<file path="src/rtl/mem_arb_pkg.sv">
// Shared types for the two-port memory arbiter.
// Holds FSM states, grant encoding and default depth.
package mem_arb_pkg;

    typedef enum logic [1:0] {
        IDLE   = 2'd0,
        ACCESS = 2'd1,
        DONE   = 2'd2
    } state_e;

    typedef enum logic {
        GNT_I = 1'b0,
        GNT_D = 1'b1
    } grant_e;

    localparam int MEM_DEPTH_DEFAULT = 526;

endpackage

</file>
<file path="src/rtl/mem_arb_rr.sv">
// Combinational 2-way round-robin picker.
// Ports: i_req, d_req, last_grant in; grant out (GNT_I/GNT_D).
module mem_arb_rr
    import mem_arb_pkg::*;
(
    input  logic i_req,
    input  logic d_req,
    input  logic last_grant,
    output logic grant
);

    always_comb begin
        grant = GNT_I;
        if (i_req && d_req) begin
            // On conflict, favour whoever did not win last time.
            grant = (last_grant == GNT_I) ? GNT_D : GNT_I;
        end else if (d_req) begin
            grant = GNT_D;
        end
    end

endmodule

</file>
<file path="src/rtl/mem_port_arbiter.sv">
// Arbitrates instruction-fetch and data ports onto one memory.
// Ports: CLK, RST (async, active-high); i_req/i_addr -> i_ack,
// i_rdata, i_err; d_req/d_we/d_addr/d_wdata -> d_ack, d_rdata,
// d_err; memory side MRA, MWE, MWD out, MRD in; busy.
// Optional range check: define MEM_ARB_RANGE_CHK_EN.
module mem_port_arbiter
    import mem_arb_pkg::*;
#(
    parameter int MEM_DEPTH = MEM_DEPTH_DEFAULT
) (
    input  logic        CLK,
    input  logic        RST,
    input  logic        i_req,
    input  logic [31:0] i_addr,
    output logic        i_ack,
    output logic [31:0] i_rdata,
    input  logic        d_req,
    input  logic        d_we,
    input  logic [31:0] d_addr,
    input  logic [31:0] d_wdata,
    output logic        d_ack,
    output logic [31:0] d_rdata,
    output logic        i_err,
    output logic        d_err,
    output logic [31:0] MRA,
    output logic        MWE,
    output logic [31:0] MWD,
    input  logic [31:0] MRD,
    output logic        busy
);

    state_e      r_state;
    state_e      w_next;
    logic        r_last_grant;
    logic        r_win;
    logic        r_we;
    logic [31:0] r_addr;
    logic [31:0] r_wdata;
    logic [31:0] r_i_rdata;
    logic [31:0] r_d_rdata;
    logic        w_grant;
    logic        w_any_req;
    logic        w_oor;

    assign w_any_req = i_req | d_req;

    mem_arb_rr u_rr (
        .i_req      (i_req),
        .d_req      (d_req),
        .last_grant (r_last_grant),
        .grant      (w_grant)
    );

`ifdef MEM_ARB_RANGE_CHK_EN
    assign w_oor = (r_addr >= 32'(MEM_DEPTH));
`else
    assign w_oor = 1'b0;
`endif

    always_comb begin
        w_next = r_state;
        unique case (r_state)
            IDLE:    if (w_any_req) w_next = ACCESS;
            ACCESS:  w_next = DONE;
            DONE:    w_next = IDLE;
            default: w_next = IDLE;
        endcase
    end

    always_ff @(posedge CLK or posedge RST) begin
        if (RST) r_state <= IDLE;
        else     r_state <= w_next;
    end

    always_ff @(posedge CLK or posedge RST) begin
        if (RST) begin
            r_last_grant <= GNT_D;
            r_win        <= GNT_I;
            r_we         <= 1'b0;
            r_addr       <= '0;
            r_wdata      <= '0;
            r_i_rdata    <= '0;
            r_d_rdata    <= '0;
        end else begin
            if (r_state == IDLE && w_any_req) begin
                r_win        <= w_grant;
                r_last_grant <= w_grant;
                if (w_grant == GNT_D) begin
                    r_addr  <= d_addr;
                    r_we    <= d_we;
                    r_wdata <= d_wdata;
                end else begin
                    r_addr  <= i_addr;
                    r_we    <= 1'b0;
                    r_wdata <= '0;
                end
            end
            if (r_state == ACCESS) begin
                if (r_win == GNT_I) begin
                    r_i_rdata <= w_oor ? '0 : MRD;
                end else begin
                    // Stores report zero read data.
                    r_d_rdata <= (r_we || w_oor) ? '0 : MRD;
                end
            end
        end
    end

    // Combinational so an async reset drops the strobe at once.
    assign MWE     = (r_state == ACCESS) && r_we && !w_oor;
    assign MRA     = r_addr;
    assign MWD     = r_wdata;
    assign i_ack   = (r_state == DONE) && (r_win == GNT_I);
    assign d_ack   = (r_state == DONE) && (r_win == GNT_D);
    assign i_rdata = r_i_rdata;
    assign d_rdata = r_d_rdata;
    assign busy    = (r_state != IDLE);

`ifdef MEM_ARB_RANGE_CHK_EN
    assign i_err = i_ack && w_oor;
    assign d_err = d_ack && w_oor;
`else
    assign i_err = 1'b0;
    assign d_err = 1'b0;
`endif

endmodule

</file>
<file path="config.mk">
export PLATFORM = sky130hd
export DESIGN_NAME = mem_port_arbiter
export DESIGN_NICKNAME = d
export VERILOG_FILES = /design/src/rtl/mem_arb_pkg.sv /design/src/rtl/mem_arb_rr.sv /design/src/rtl/mem_port_arbiter.sv
export SDC_FILE = /design/constraint.sdc
export NUM_CORES = 1
export LEC_CHECK = 0
export CAP_MARGIN = 20
export CORE_ASPECT_RATIO = 1.2
export CORE_UTILIZATION = 32
export DETAILED_ROUTE_END_ITERATION = 7
export PLACE_DENSITY = 0.72
export SYNTH_ARGS = -nofsm -noshare
export SYNTH_HDL_FRONTEND = slang
export SYNTH_SLANG_ARGS = --single-unit
</file>
<file path="constraint.sdc">
create_clock -name CLK -period 4.9 [get_ports CLK]
set_clock_uncertainty 0.1 [all_clocks]
set_input_delay 1.47 -clock CLK [delete_from_list [all_inputs] [get_ports CLK]]
set_output_delay 1.47 -clock CLK [all_outputs]
set_load 0.05 [all_outputs]
</file>
== Word-level counts from Yosys, hierarchy flattened ==
Index checks and enable logic that the tools add are counted.
Cells by class
  equal/unequal tests: 3
  multiplexer cells: 9
  bitwise operators: 2
  reductions and logical operators: 9
Operators by type and width (count)
  2-to-1 mux 32 bit: 3
  logical AND 1 bit: 5
  2-to-1 mux 1 bit: 4
  case mux 2 bit (2 select lines): 1
  AND reduction 2 bit: 2
  == test 2 x 1 -> 1 bit, second input constant: 1
  == test 2 bit, second input constant: 1
  logical NOT 2 bit: 1
  2-to-1 mux 2 bit: 1
  != test 2 bit, second input constant: 1
  nonzero test 2 bit: 1
  NOT 1 bit: 1
  bitwise OR 1 bit: 1
Storage, ports and cells
  bits in registers: 133
  bits of input ports: 133
  output and inout port bits: 134
  word-level logic and storage cells: 31

== Longest topological paths before layout ==
  depth after elaboration: 3
  gate-level depth with buffers: 6
  gate-level depth less buffers: 4

== Hierarchy ==
From an unflattened synthesis, not the netlist that was laid out.
Unflattened totals
  cells, all modules: 477
  area total of the unflattened synthesis: 5664.2 um^2
Modules (own cells, without submodules)
  mem_port_arbiter: times used 1, cells an instance 476, area each 5652.9 um^2, sequential area each 3329.4 um^2
  mem_arb_rr: times used 1, cells an instance 1, area each 11.3 um^2, sequential area each 0.0 um^2

== Worst setup path before layout ==
Ideal clock, no wire load.
  path type: register to output
  start point: register r_state[0]
  end point: output port i_ack
  arrival: 1558 ps
  required time: 3330 ps
  setup slack: 1772 ps
  stages on the path, launching flop included: 2
  path buffers: 0
  cells stage by stage: dfrtp_1 nor3b_1
On the way
  longest elaborated chain between the ends: 2
Ends and longest elaborated chain
  from (decl): RTL line mem_port_arbiter.sv:32  | state_e r_state;
  from (signal assigned): RTL line mem_port_arbiter.sv:72  | else r_state <= w_next;
  == test 2 bit: RTL line mem_port_arbiter.sv:113  | assign i_ack = (r_state == DONE) && (r_win == GNT_I);
  logical AND 1 bit: RTL line mem_port_arbiter.sv:113
  to (decl): RTL line mem_port_arbiter.sv:15  | output logic i_ack,
No other way between the ends.

== Worst setup path after layout ==
  start point: register r_state[0]
  end point: output port MWE
On the way
  longest elaborated chain between the ends: 2
Ends and longest elaborated chain
  == test 2 x 1 -> 1 bit: RTL line mem_port_arbiter.sv:110  | assign MWE = (r_state == ACCESS) && r_we && !w_oor;
  logical AND 1 bit: RTL line mem_port_arbiter.sv:110
  to (decl): RTL line mem_port_arbiter.sv:26  | output logic MWE,
No other way between the ends.

==> flow_summary_export.csv <==
group,metric,value,unit
floorplanning,core,0.01679,sq mm
detailed_routing,via_per_inst,4.556,
pwr,p_leak,0.003749,uW
logic_synthesis,synth_top_area_share,60.23,%
pwr,ir_drop,0.4423,mV
status,status,"completed",
clock_network,cts_tree,"built",
sta,rsz0062_at_grt,"false",
floorplanning,rows,52,
sta,slew_headroom,34.82,%
placed_design,hpwlAfterDp,10800,microns
clock_network,cts_hold_buffers,0,
sta,fmax,0.2814,GHz
sta,fin_crit_sh,72.53,%
detailed_routing,drt_iter0_markers,144,
clock_network,clockRootBuffer,"clkbuf_16",
clock_network,numCtsBuffers,17,
clock_network,cts.path.max_buffers,2,
final_layout,final_cell_mix,"clkdlybuf4s50_1, dfrtp_1, mux2_2",
detailed_routing,drc,0,
final_layout,final_common_cell,"clkdlybuf4s50_1",
detailed_routing,routed_wl,14740,microns
critical_path,cp_max_fo,5,
detailed_routing,dr.pass1.iters,4,
logic_synthesis,ys_seq_area_share,60.71,%
flow_run,maxCapViolations,0,
critical_path,startpoint_type,"register",
grt,grtUsageTotal,17.41,%
detailed_routing,vias,4073,
sta,hold_violations,0,
grt,grt_max_degree,65,
clock_network,clk_pin_slew,60,ps
detailed_routing,drtAntennaViolNets,0,
pwr,total_power,7185,uW
floorplanning,die_area,0.01767,sq mm
logic_synthesis,ys_ff_latch,133,
placed_design,gp_congestion,0.7450,
logic_synthesis,yosysTopAreaCell,"dfrtp_1",
logic_synthesis,ys_types,26,
critical_path,cp_data_arrival_time,1980,ps
grt,grt_pass1_vias,4435,
sta,tns,0,ps
sta,worstMarginPinSlew,975.6,ps
sta,slew_viol_final,0,
sta,setup_violations,0,
hold_path,hold_class,"reg -> reg",
floorplanning,pin_count,267,
floorplanning,die_h,145.4,microns
grt,antenna_found_initial,0,
final_layout,multi_input_area,0.001956,sq mm
floorplanning,initial_utilization,32.67,%
logic_synthesis,avgSynthCellArea,13.61,sq um
grt,grt_pass1_wl,23410,microns
sta,finalCriticalPeriod,3554,ps
critical_path,crit_required,3330,ps
placed_design,numPortBuffers,264,
final_layout,fin_nets,798,
final_layout,area_growth,62.10,%
logic_synthesis,yosysWarningCount,0,
logic_synthesis,synth_area,0.005484,sq mm
pwr,powerDensity,808.2,mW/mm^2
clock_network,cts_max_level,4,
final_layout,num-fill-cells,1454,
placed_design,dp_cells,862,
logic_synthesis,synthTopCellsByArea,"dfrtp_1, mux2_2, a22o_1, nand2b_1, o21ai_0",
critical_path,crit_type,"reg -> out",
logic_synthesis,syn_inst,403,
clock_network,worst_skew_pair.late_latency,400,ps
clock_network,post-cts-setup-buffers,0,
final_layout,diodes,0,
final_layout,finalNonFillerCells,894,
final_layout,seqCellArea,0.003329,sq mm
clock_network,post_cts_resized,0,
floorplanning,fp.dieW,121.5,microns
grt,overflow,0,
detailed_routing,routedWlPerCell,16.49,microns
final_layout,drive_gt1_share,20.06,%
critical_path,end_kind,"output port",
clock_network,clock_sink_count,133,
==> area by class of cell <==
| type | instances | area share [%] |
|---|---|---|
| Tap cell | 216 | 3.040 |
| Timing Repair Buffer | 271 | 30.68 |
| Clock buffer | 25 | 5.574 |
| Multi-Input combinational cell | 240 | 22.00 |
| Inverter | 2 | 0.1830 |
| Clock inverter | 7 | 1.070 |
| Sequential cell | 133 | 37.45 |
==> state kept, by name (all words and copies together) (netlist names) <==
register	cells
r_state	2
i_rdata	32
r_last_grant	1
r_win	1
MWD	32
r_we	1
MRA	32
d_rdata	32
==> kinds of logic after synthesis <==
group | synth area share [%]
simple gates | 7.027
buf+inv | 3.833
other cells | 0.06838
mux | 19.71
compound gates | 8.647
flops | 60.71
==> worst paths after layout <==
| path | startpoint | end | slack, ps | depth (start not counted) |
|---|---|---|---|---|
| min in group asynchronous | RST | d_rdata[17] | 1320 | 2 |
| worst max register to register | r_state[0] | MRA[17] | 2660 | 5 |
| worst max-delay path | r_state[0] | MWE | 1350 | 3 |
| max in group asynchronous | RST | MRA[15] | 2650 | 3 |
| worst min register to register | d_rdata[17] | d_rdata[17] | 380 | 2 |
| worst min-delay path | d_rdata[17] | d_rdata[17] | 380 | 2 |
==> synthesized netlist by cell type <==
cell type and count:
dfrtp_1 132, mux2_2 95, a22o_1 33, nand2_1 32, nand2b_1 32, o21ai_0 32, clkbuf_1 9, buf_4 8
buf_6 7, buf_2 4, a21o_1 2, nor2b_1 2, or2_1 2, a21bo_2 1, and2_1 1, and3b_1 1
clkbuf_2 1, clkinv_4 1, conb_1 1, dfstp_2 1, inv_1 1, mux2_1 1, nand3b_1 1, nor2_1 1
nor2_2 1, nor3b_1 1
==> layer usage <==
metal | GRT usage [%] | wire length [microns]
met5 | 0 | 0
met4 | 8.642 | 371
met3 | 4.428 | 912
met2 | 31.22 | 7810
met1 | 18.66 | 5644
==> where the power goes <==
part	internal, uW	total [uW]	switching, uW
logic	1480	4020	2540
registers	1620	1920	294
clock network	804	1250	445
total	3910	7180	3280
==> worst max-delay path, cell delays in order, from the launching register on <==
cell and delay (ps):
dfrtp_1 390, nor2b_1 220, and2_1 150, clkdlybuf4s50_1 820
==> through the flow <==
step | hold WS, ps | area [sq um] | setup slack (ps) | utilization [%]
2_1_floorplan | 352.9 | 5492 | 1680 | -
3_3_place_gp | 365.0 | 8272 | 731.7 | 49.28
3_5_place_dp | 370.4 | 8299 | 1347 | 49.44
4_1_cts | 383.2 | 8890 | 1298 | 52.96
5_1_grt | 421.0 | 8890 | 1184 | 52.96
6_report | 379.1 | 8890 | 1346 | 52.96
No activity file was read; power rests on OpenSTA's default activity.
